--- config.mk ---
export PLATFORM = sky130hd
export DESIGN_NAME = cycle_measure_mc
export DESIGN_NICKNAME = d
export VERILOG_FILES = /design/src/rtl/cycle_measure_mc.sv
export SDC_FILE = /design/constraint.sdc
export NUM_CORES = 2
export LEC_CHECK = 0
export BUFFER_PORTS_ARGS = -buffer_cell sky130_fd_sc_hd__buf_2
export CORE_MARGIN = 2
export CORE_UTILIZATION = 28
export CTS_CLUSTER_DIAMETER = 40
export DETAILED_ROUTE_END_ITERATION = 12
export GPL_TIMING_DRIVEN = 1
export SLEW_MARGIN = 20
export SYNTH_ARGS = -nofsm -noshare
export SYNTH_HDL_FRONTEND = slang
export SYNTH_SLANG_ARGS = --single-unit
--- constraint.sdc ---
create_clock -name clk -period 3.6 [get_ports clk]
set_clock_uncertainty 0.15 [all_clocks]
set_input_delay 0.54 -clock clk [delete_from_list [all_inputs] [get_ports clk]]
set_output_delay 0.54 -clock clk [all_outputs]
set_load 0.005 [all_outputs]
--- src/rtl/cycle_measure_mc.sv ---
// rtl/cycle_measure_mc.sv - multi-channel period/high-time measurement, Avalon-MM slave
// Each channel counts clk cycles over N input periods and latches PERIOD/HIGH results.
module cycle_measure_mc #(
    parameter int CH_NUM      = 4,
    parameter int CNT_W       = 32,
    parameter int SYNC_STAGES = 2,
    parameter int TIMEOUT_CYC = 50_000_000,
    parameter int ADDR_W      = $clog2(CH_NUM) + 2
) (
    input  logic              clk,
    input  logic              csi_reset_n,
    input  logic              avs_chipselect,
    input  logic              avs_read,
    input  logic              avs_write,
    input  logic [ADDR_W-1:0] avs_address,
    input  logic [31:0]       avs_writedata,
    output logic [31:0]       avs_readdata,
    input  logic [CH_NUM-1:0] coe_s_in
);
    localparam logic [1:0] S_IDLE = 2'd0;
    localparam logic [1:0] S_ARM  = 2'd1;
    localparam logic [1:0] S_MEAS = 2'd2;
    localparam logic [CNT_W-1:0] TO_LAST = CNT_W'(TIMEOUT_CYC - 1);

    // Synchroniser chain plus one delay register for edge detection
    logic [CH_NUM-1:0] sync_q [SYNC_STAGES];
    logic [CH_NUM-1:0] sync_d [SYNC_STAGES];
    logic [CH_NUM-1:0] lvl_q;
    logic [CH_NUM-1:0] lvl_d;
    logic [CH_NUM-1:0] sync_lvl;

    always_comb begin
        sync_d[0] = coe_s_in;
        for (int s = 1; s < SYNC_STAGES; s++) begin
            sync_d[s] = sync_q[s-1];
        end
    end

    assign sync_lvl = sync_q[SYNC_STAGES-1];
    assign lvl_d    = sync_lvl;

    always_ff @(posedge clk or negedge csi_reset_n) begin
        if (!csi_reset_n) begin
            for (int s = 0; s < SYNC_STAGES; s++) begin
                sync_q[s] <= '0;
            end
            lvl_q <= '0;
        end else begin
            for (int s = 0; s < SYNC_STAGES; s++) begin
                sync_q[s] <= sync_d[s];
            end
            lvl_q <= lvl_d;
        end
    end

    logic [ADDR_W-1:0] addr_ch;
    logic [1:0]        addr_reg;
    logic [7:0]        wr_n;
    logic [CH_NUM-1:0] rd_period;
    logic [CH_NUM-1:0] rd_status;
    logic [CH_NUM-1:0] wr_ctrl;
    logic [31:0]       period_w [CH_NUM];
    logic [31:0]       high_w   [CH_NUM];
    logic [31:0]       status_w [CH_NUM];
    logic [31:0]       ctrl_w   [CH_NUM];
    logic [31:0]       rdata_q;
    logic [31:0]       rdata_d;

    assign addr_ch  = avs_address >> 2;
    assign addr_reg = avs_address[1:0];
    assign wr_n     = (avs_writedata[15:8] == 8'd0) ? 8'd1 : avs_writedata[15:8];

    // Channel indices with no channel behind them simply never match
    always_comb begin
        rdata_d   = '0;
        rd_period = '0;
        rd_status = '0;
        wr_ctrl   = '0;
        for (int i = 0; i < CH_NUM; i++) begin
            if (addr_ch == ADDR_W'(i)) begin
                if (avs_chipselect && avs_read) begin
                    case (addr_reg)
                        2'd0: begin
                            rdata_d      = period_w[i];
                            rd_period[i] = 1'b1;
                        end
                        2'd1: rdata_d = high_w[i];
                        2'd2: begin
                            rdata_d      = status_w[i];
                            rd_status[i] = 1'b1;
                        end
                        default: rdata_d = ctrl_w[i];
                    endcase
                end
                if (avs_chipselect && avs_write && (addr_reg == 2'd3)) begin
                    wr_ctrl[i] = 1'b1;
                end
            end
        end
    end

    always_ff @(posedge clk or negedge csi_reset_n) begin
        if (!csi_reset_n) begin
            rdata_q <= '0;
        end else begin
            rdata_q <= rdata_d;
        end
    end

    assign avs_readdata = rdata_q;

    for (genvar g = 0; g < CH_NUM; g++) begin : g_ch
        logic [1:0]       state_q,  state_d;
        logic [CNT_W-1:0] cnt_q,    cnt_d;
        logic [CNT_W-1:0] hi_q,     hi_d;
        logic [CNT_W-1:0] idle_q,   idle_d;
        logic [CNT_W-1:0] period_q, period_d;
        logic [CNT_W-1:0] high_q,   high_d;
        logic [7:0]       edges_q,  edges_d;
        logic [7:0]       n_q,      n_d;
        logic             en_q,     en_d;
        logic             valid_q,  valid_d;
        logic             tout_q,   tout_d;
        logic             lvl;
        logic             rise;

        assign lvl  = sync_lvl[g];
        assign rise = sync_lvl[g] & ~lvl_q[g];

        always_comb begin
            state_d  = state_q;
            cnt_d    = cnt_q;
            hi_d     = hi_q;
            idle_d   = idle_q;
            period_d = period_q;
            high_d   = high_q;
            edges_d  = edges_q;
            n_d      = n_q;
            en_d     = en_q;
            valid_d  = valid_q;
            tout_d   = tout_q;

            // Clearing reads come first so a same-cycle latch or timeout overrides them
            if (rd_period[g]) valid_d = 1'b0;
            if (rd_status[g]) tout_d  = 1'b0;

            case (state_q)
                S_IDLE: begin
                    cnt_d   = '0;
                    hi_d    = '0;
                    edges_d = '0;
                    idle_d  = '0;
                    if (en_q) state_d = S_ARM;
                end
                S_ARM: begin
                    if (rise) begin
                        cnt_d   = CNT_W'(1);
                        hi_d    = CNT_W'(1);
                        edges_d = '0;
                        idle_d  = '0;
                        state_d = S_MEAS;
                    end else if (idle_q == TO_LAST) begin
                        tout_d   = 1'b1;
                        valid_d  = 1'b0;
                        period_d = '0;
                        high_d   = '0;
                        idle_d   = '0;
                    end else begin
                        idle_d = idle_q + CNT_W'(1);
                    end
                end
                S_MEAS: begin
                    cnt_d = cnt_q + CNT_W'(1);
                    hi_d  = hi_q + CNT_W'(lvl);
                    if (rise) begin
                        idle_d = '0;
                        if ((edges_q + 8'd1) == n_q) begin
                            period_d = cnt_q;
                            high_d   = hi_q;
                            valid_d  = 1'b1;
                            tout_d   = 1'b0;
                            cnt_d    = CNT_W'(1);
                            hi_d     = CNT_W'(1);
                            edges_d  = '0;
                        end else begin
                            edges_d = edges_q + 8'd1;
                        end
                    end else if (idle_q == TO_LAST) begin
                        tout_d   = 1'b1;
                        valid_d  = 1'b0;
                        period_d = '0;
                        high_d   = '0;
                        cnt_d    = '0;
                        hi_d     = '0;
                        edges_d  = '0;
                        idle_d   = '0;
                        state_d  = S_ARM;
                    end else begin
                        idle_d = idle_q + CNT_W'(1);
                    end
                end
                default: state_d = S_IDLE;
            endcase

            // A CTRL write restarts the channel but keeps results and flags
            if (wr_ctrl[g]) begin
                en_d    = avs_writedata[0];
                n_d     = wr_n;
                cnt_d   = '0;
                hi_d    = '0;
                edges_d = '0;
                idle_d  = '0;
                state_d = avs_writedata[0] ? S_ARM : S_IDLE;
            end
        end

        always_ff @(posedge clk or negedge csi_reset_n) begin
            if (!csi_reset_n) begin
                state_q  <= S_IDLE;
                cnt_q    <= '0;
                hi_q     <= '0;
                idle_q   <= '0;
                period_q <= '0;
                high_q   <= '0;
                edges_q  <= '0;
                n_q      <= 8'd1;
                en_q     <= 1'b0;
                valid_q  <= 1'b0;
                tout_q   <= 1'b0;
            end else begin
                state_q  <= state_d;
                cnt_q    <= cnt_d;
                hi_q     <= hi_d;
                idle_q   <= idle_d;
                period_q <= period_d;
                high_q   <= high_d;
                edges_q  <= edges_d;
                n_q      <= n_d;
                en_q     <= en_d;
                valid_q  <= valid_d;
                tout_q   <= tout_d;
            end
        end

        assign period_w[g] = 32'(period_q);
        assign high_w[g]   = 32'(high_q);
        assign status_w[g] = {27'd0, state_q, 1'b0, tout_q, valid_q};
        assign ctrl_w[g]   = {16'd0, n_q, 7'd0, en_q};
    end

endmodule
Word level (Yosys, flattened, before mapping)

Cells that the tools add are included.

Add/sub/neg operators: 16
Eq/ne operators: 50
Mux-type cells: 227
Bitwise logic cells: 8
Reduce and logical (&&, ||, !) cells: 42

Operators by type and width:

| operator              | count |
|---|---|
| $mux 32               | 88 |
| $pmux 32 s3           | 12 |
| $pmux 32 s2           | 12 |
| $add 32x1->32 const B | 8 |
| $mux 8                | 21 |
| $add 32x1->32         | 4 |
| $eq 32x26->1 const B  | 4 |
| $pmux 8 s3            | 4 |
| $ne 3x3->1 const B    | 20 |
| $mux 1                | 58 |
| $mux 2                | 20 |
| $add 8x1->8 const B   | 4 |
| $eq 8x8->1            | 4 |
| $pmux 2 s3            | 4 |
| $reduce_and 3->1      | 8 |
| $eq 2x2->1 const B    | 8 |
| $ne 4x4->1 const B    | 4 |
| $pmux 1 s2            | 8 |
| $reduce_and 4->1      | 4 |
| $reduce_bool 4->1     | 4 |
| $eq 2x1->1 const B    | 6 |
| $reduce_bool 3->1     | 4 |
| $logic_not 2->1       | 5 |
| $logic_not 8->1       | 1 |
| 8 further kinds       | 28 |

Flip-flop bits (word level): 768
Input port bits: 45
Output and inout bits: 32
Logic and storage cells: 391

Longest topological paths before layout

Word-level depth: 10
Gate-level depth with buffers: 12
Mapped depth without buffers: 9

Worst setup path after synthesis

Ideal clock, no wire load.

Path type: reg-to-reg
Start: register g_ch[0].edges_q[0]
End: register g_ch[0].cnt_q[2]
Arrival time: 2.707 ns
Data required time: 3.329 ns
Path slack: 0.622 ns
Stages on the path, launching flop included: 12
Cell sequence: dfrtp_1 > ha_1 > and3_1 > buf_2 > and3_1 > or4_4 > nor4_4 > or2_1 > buf_4 > buf_2 > o21ai_0 > a22o_1

Cells in the longest elaborated chain, start to end: 6

RTL lines:

| element                  | RTL line | RTL |
|---|---|---|
| start: declaration       | 119      | `logic [7:0] edges_q, edges_d;` |
| start signal: assignment | 237      | `edges_q <= edges_d;` |
| $add 8x1->8              | 177      | `if ((edges_q + 8'd1) == n_q) begin` |
| $eq 8x8->1               | 177      |  |
| $mux 32                  | 177      |  |
| $mux 32                  | 175      | `if (rise) begin` |
| $pmux 32 s3              | 147      | `case (state_q)` |
| $mux 32                  | 206      | `if (wr_ctrl[g]) begin` |
| end signal: assignment   | 232      | `cnt_q <= cnt_d;` |
| end: declaration         | 114      | `logic [CNT_W-1:0] cnt_q, cnt_d;` |

No other way between the ends.
A chain may end at the register's enable or synchronous reset.

Worst setup path in the final report

Start: register g_ch[1].idle_q[16]
End: register g_ch[1].cnt_q[2]

Cells in the longest elaborated chain, start to end: 5

RTL lines:

| element                  | RTL line | RTL |
|---|---|---|
| start: declaration       | 116      | `logic [CNT_W-1:0] idle_q, idle_d;` |
| start signal: assignment | 234      | `idle_q <= idle_d;` |
| $eq 32x26->1             | 188      | `end else if (idle_q == TO_LAST) begin` |
| $mux 32                  | 188      |  |
| $mux 32                  | 175      |  |
| $pmux 32 s3              | 147      |  |
| $mux 32                  | 206      |  |
| end signal: assignment   | 232      |  |
| end: declaration         | 114      |  |

No other way between the ends.

==> impl_metrics.yaml <==
sta:
  tns_ns: 0
  fin_crit_sh: 0.899
  fmax_mhz: 309
  slew_headroom: 0.277
  fin_ws_ns: 0.364
  slew_violations: 0
  hold_slack_ns: 0.0360
  tightestPinTransition_ns: 1.07
  rsz0062_at_grt: "no"
  hold_viol: 0
  finalSetupViolCount: 0
  min_period_ns: 3.24
logic_synthesis:
  synth_flop_cell: "dfrtp_1"
  ys_seq_area_frac: 0.482
  yosys.area.top_type: "dfrtp_1"
  yosysUniqueCellTypes: 95
  synth_cells: 4265
  synth.most_common_cell: "dfrtp_1"
  synthArstFlopShare: 1.00
  yosys-top-cells-area: "dfrtp_1 (48%), nand2_1 (5.4%), a22o_1 (4.8%)"
  ys_warn_count: 0
  synth_top_area_share: 0.479
  synth_edf_count: 0
  yosys-top-cells-count: "dfrtp_1 (764), nand2_1 (569), o21ai_0 (341)"
  syn-cell-area_um2: 39900
  synth-seq-cells: 768
  syn-num-nets: 4346
  synth_area_per_cell_um2: 9.35
worst_setup_path:
  critPathMaxFanout: 34
  path_cells: "or4b_1 > or4_1 > or4_4 > nand4_2 > or2_1 > buf_12 > o21ai_0 > a21o_1"
  path_class: "reg -> reg"
  cpPeakStageDelay_ns: 0.54
  setup.worst_path.end_class: "flip-flop"
  startpoint_type: "flip-flop"
  slowest_stage: "or4_1"
  path_delay_family: "simple AND/OR/NAND/NOR gates"
  critPathRequiredTime_ns: 4.04
  critical_path_buf_inv_count: 1
  arrival_ns: 3.68
floorplanning:
  initial_core_util: 0.282
  io_pins: 77
  core_area_um2: 141000
  die_x_um: 381
  num_rows: 138
  die_area_um2: 146000
  fp.dieH_um: 381
detailed_routing:
  vias: 33600
  viasPerCell: 5.33
  wl_per_cell_um: 18.7
  drtPass1Iterations: 6
  first_iter_violations: 2742
  final_antenna_net_count: 0
  drt_wl_total_um: 118000
  drc: 0
hold_path:
  min_path_type: "in -> reg"
clock_network:
  clockBufferDepth: 3
  numClockSinks: 768
  clock_latency_ns: 0.72
  cts_tree: "yes"
  cts-root-buf: "clkbuf_16"
  cts-buffers-inserted: 117
  cts_htree_levels: 3
  clk_pin_slew_worst_paths_ns: 0.05
power_and_ir_drop:
  p_int_mw: 18.8
  pwr-share-comb: 0.205
  ir_drop_v: 0.000461
  clockPowerShare: 0.458
  p_sw_mw: 8.61
  p_per_area_nw_per_um2: 578
  p_seq_frac: 0.337
  p_leak_nw: 20.0
  sw_frac_of_total: 0.314
  power.total_mw: 27.4
global_routing:
  overflow: 0
  grt_antenna_before_repair: 15
  grt_pass1_wl_um: 187000
  first_global_vias: 32200
  grt_usage: 0.159
  grt_max_degree: 79
placed_design:
  dp_cells: 6076
  io_buffers: 53
  dp_hpwl_um: 79600
  place_ws_ns: 0.305
  gp_congestion: 0.848
  dpl_cell_area_um2: 42900
layout:
  layout.cells.non_filler: 6309
  final.fill_count: 14300
  final-seq-area_um2: 19200
  areaGrowthSynthToFinish_pct: 18.8
  stdcell_area_um2: 47400
  drive_gt1_frac: 0.107
  final_nets: 4397
  multi_input_area_um2: 19300
  fin_util: 0.335
status:
  status: "finished clean"
run:
  drv_cap: 0
==> metal layers <==
metal / vias up / share of wire / track usage
li1: 15800 / - / -
met5: - / 0.0013 / 0
met3: 221 / 0.067 / 0.0377
met4: 22 / 0.030 / 0.0542
met1: 16700 / 0.46 / 0.222
met2: 877 / 0.44 / 0.239
==> flip-flops by register name, summed over array words and instances (netlist names), 8 cells and up <==
signal / flops
g_ch.edges_q: 32
g_ch.cnt_q: 128
g_ch.hi_q: 128
g_ch.idle_q: 128
g_ch.high_q: 128
g_ch.period_q: 128
g_ch.n_q: 32
avs_readdata: 32
g_ch.state_q: 8
==> repair_timing <==
item | in CTS | in global routing
gates resized for setup | 0 | 0
setup buffers | 0 | 0
hold buffers | 10 | 0
hold endpoints to repair | 75 | 0
==> kinds of logic (layout without fill, tap and decap cells) <==
kind of cell / after synthesis / count (layout) / share of synthesized area
other cells: 0 / 1 / 0
flops: 768 / 768 / 0.482
xor+xnor: 137 / 137 / 0.0316
buf+inv: 361 / 514 / 0.0374
compound gates: 1140 / 1140 / 0.191
fa+ha+maj: 36 / 36 / 0.0113
simple gates: 1665 / 1665 / 0.205
mux: 158 / 158 / 0.0412
==> layout make-up <==
cell class                      instances  share of cell area
Multi-Input combinational cell       3136               0.408
Sequential cell                       768               0.406
Clock buffer                          141              0.0654
Tap cell                             1890              0.0499
Timing Repair Buffer                  202              0.0377
Clock inverter                         80              0.0267
Inverter                               91             0.00721
Antenna cell                            1           0.0000528
==> layout by cell type (no fill, tap or decap), types with 37 or more instances in the layout <==
master	n
a21oi_1	138
a22o_1	220
a31oi_1	62
and2_1	42
and3_1	81
buf_2	51
buf_4	110
clkbuf_16	117
dfrtp_1	764
inv_1	91
mux2i_1	144
nand2_1	569
nand3_1	232
nand4_1	101
nor2_1	266
nor3_1	91
nor4_1	37
o21ai_0	340
o31ai_1	53
or3_1	63
xnor2_1	59
xor2_1	74
==> power by group through the flow <==
stage / sequential [mW] / combinational [mW] / clock, mW
6_report: 9.24 / 5.61 / 12.5
5_1_grt: 9.27 / 6.20 / 13.1
4_1_cts: 9.23 / 5.60 / 12.8
3_5_place_dp: 9.37 / 5.56 / 0
3_3_place_gp: 9.36 / 5.48 / 0
2_1_floorplan: 9.27 / 3.67 / 0
==> worst min-delay path: stages <==
cell and delay [ns]:
buf_2 0.18, nand2_1 0.08, nand2_1 0.04
==> final timing paths <==
check,start,end,slack [ns],cells past startpoint
max in group asynchronous,csi_reset_n,g_ch[3].period_q[3]$_DFFE_PN0P_,2.01,3
max,g_ch[1].idle_q[16]$_DFFE_PN0P_,g_ch[1].cnt_q[2]$_DFFE_PN0P_,0.36,8
min,avs_writedata[13],g_ch[1].n_q[5]$_DFFE_PN0P_,0.04,3
max reg2reg,g_ch[1].idle_q[16]$_DFFE_PN0P_,g_ch[1].cnt_q[2]$_DFFE_PN0P_,0.36,8
min in group asynchronous,csi_reset_n,g_ch[1].high_q[6]$_DFFE_PN0P_,0.29,2
min reg2reg,sync_d[0]$_DFF_PN0_,lvl_d[0]$_DFF_PN0_,0.19,0
Note: power is estimated with default switching activity, not from simulation.
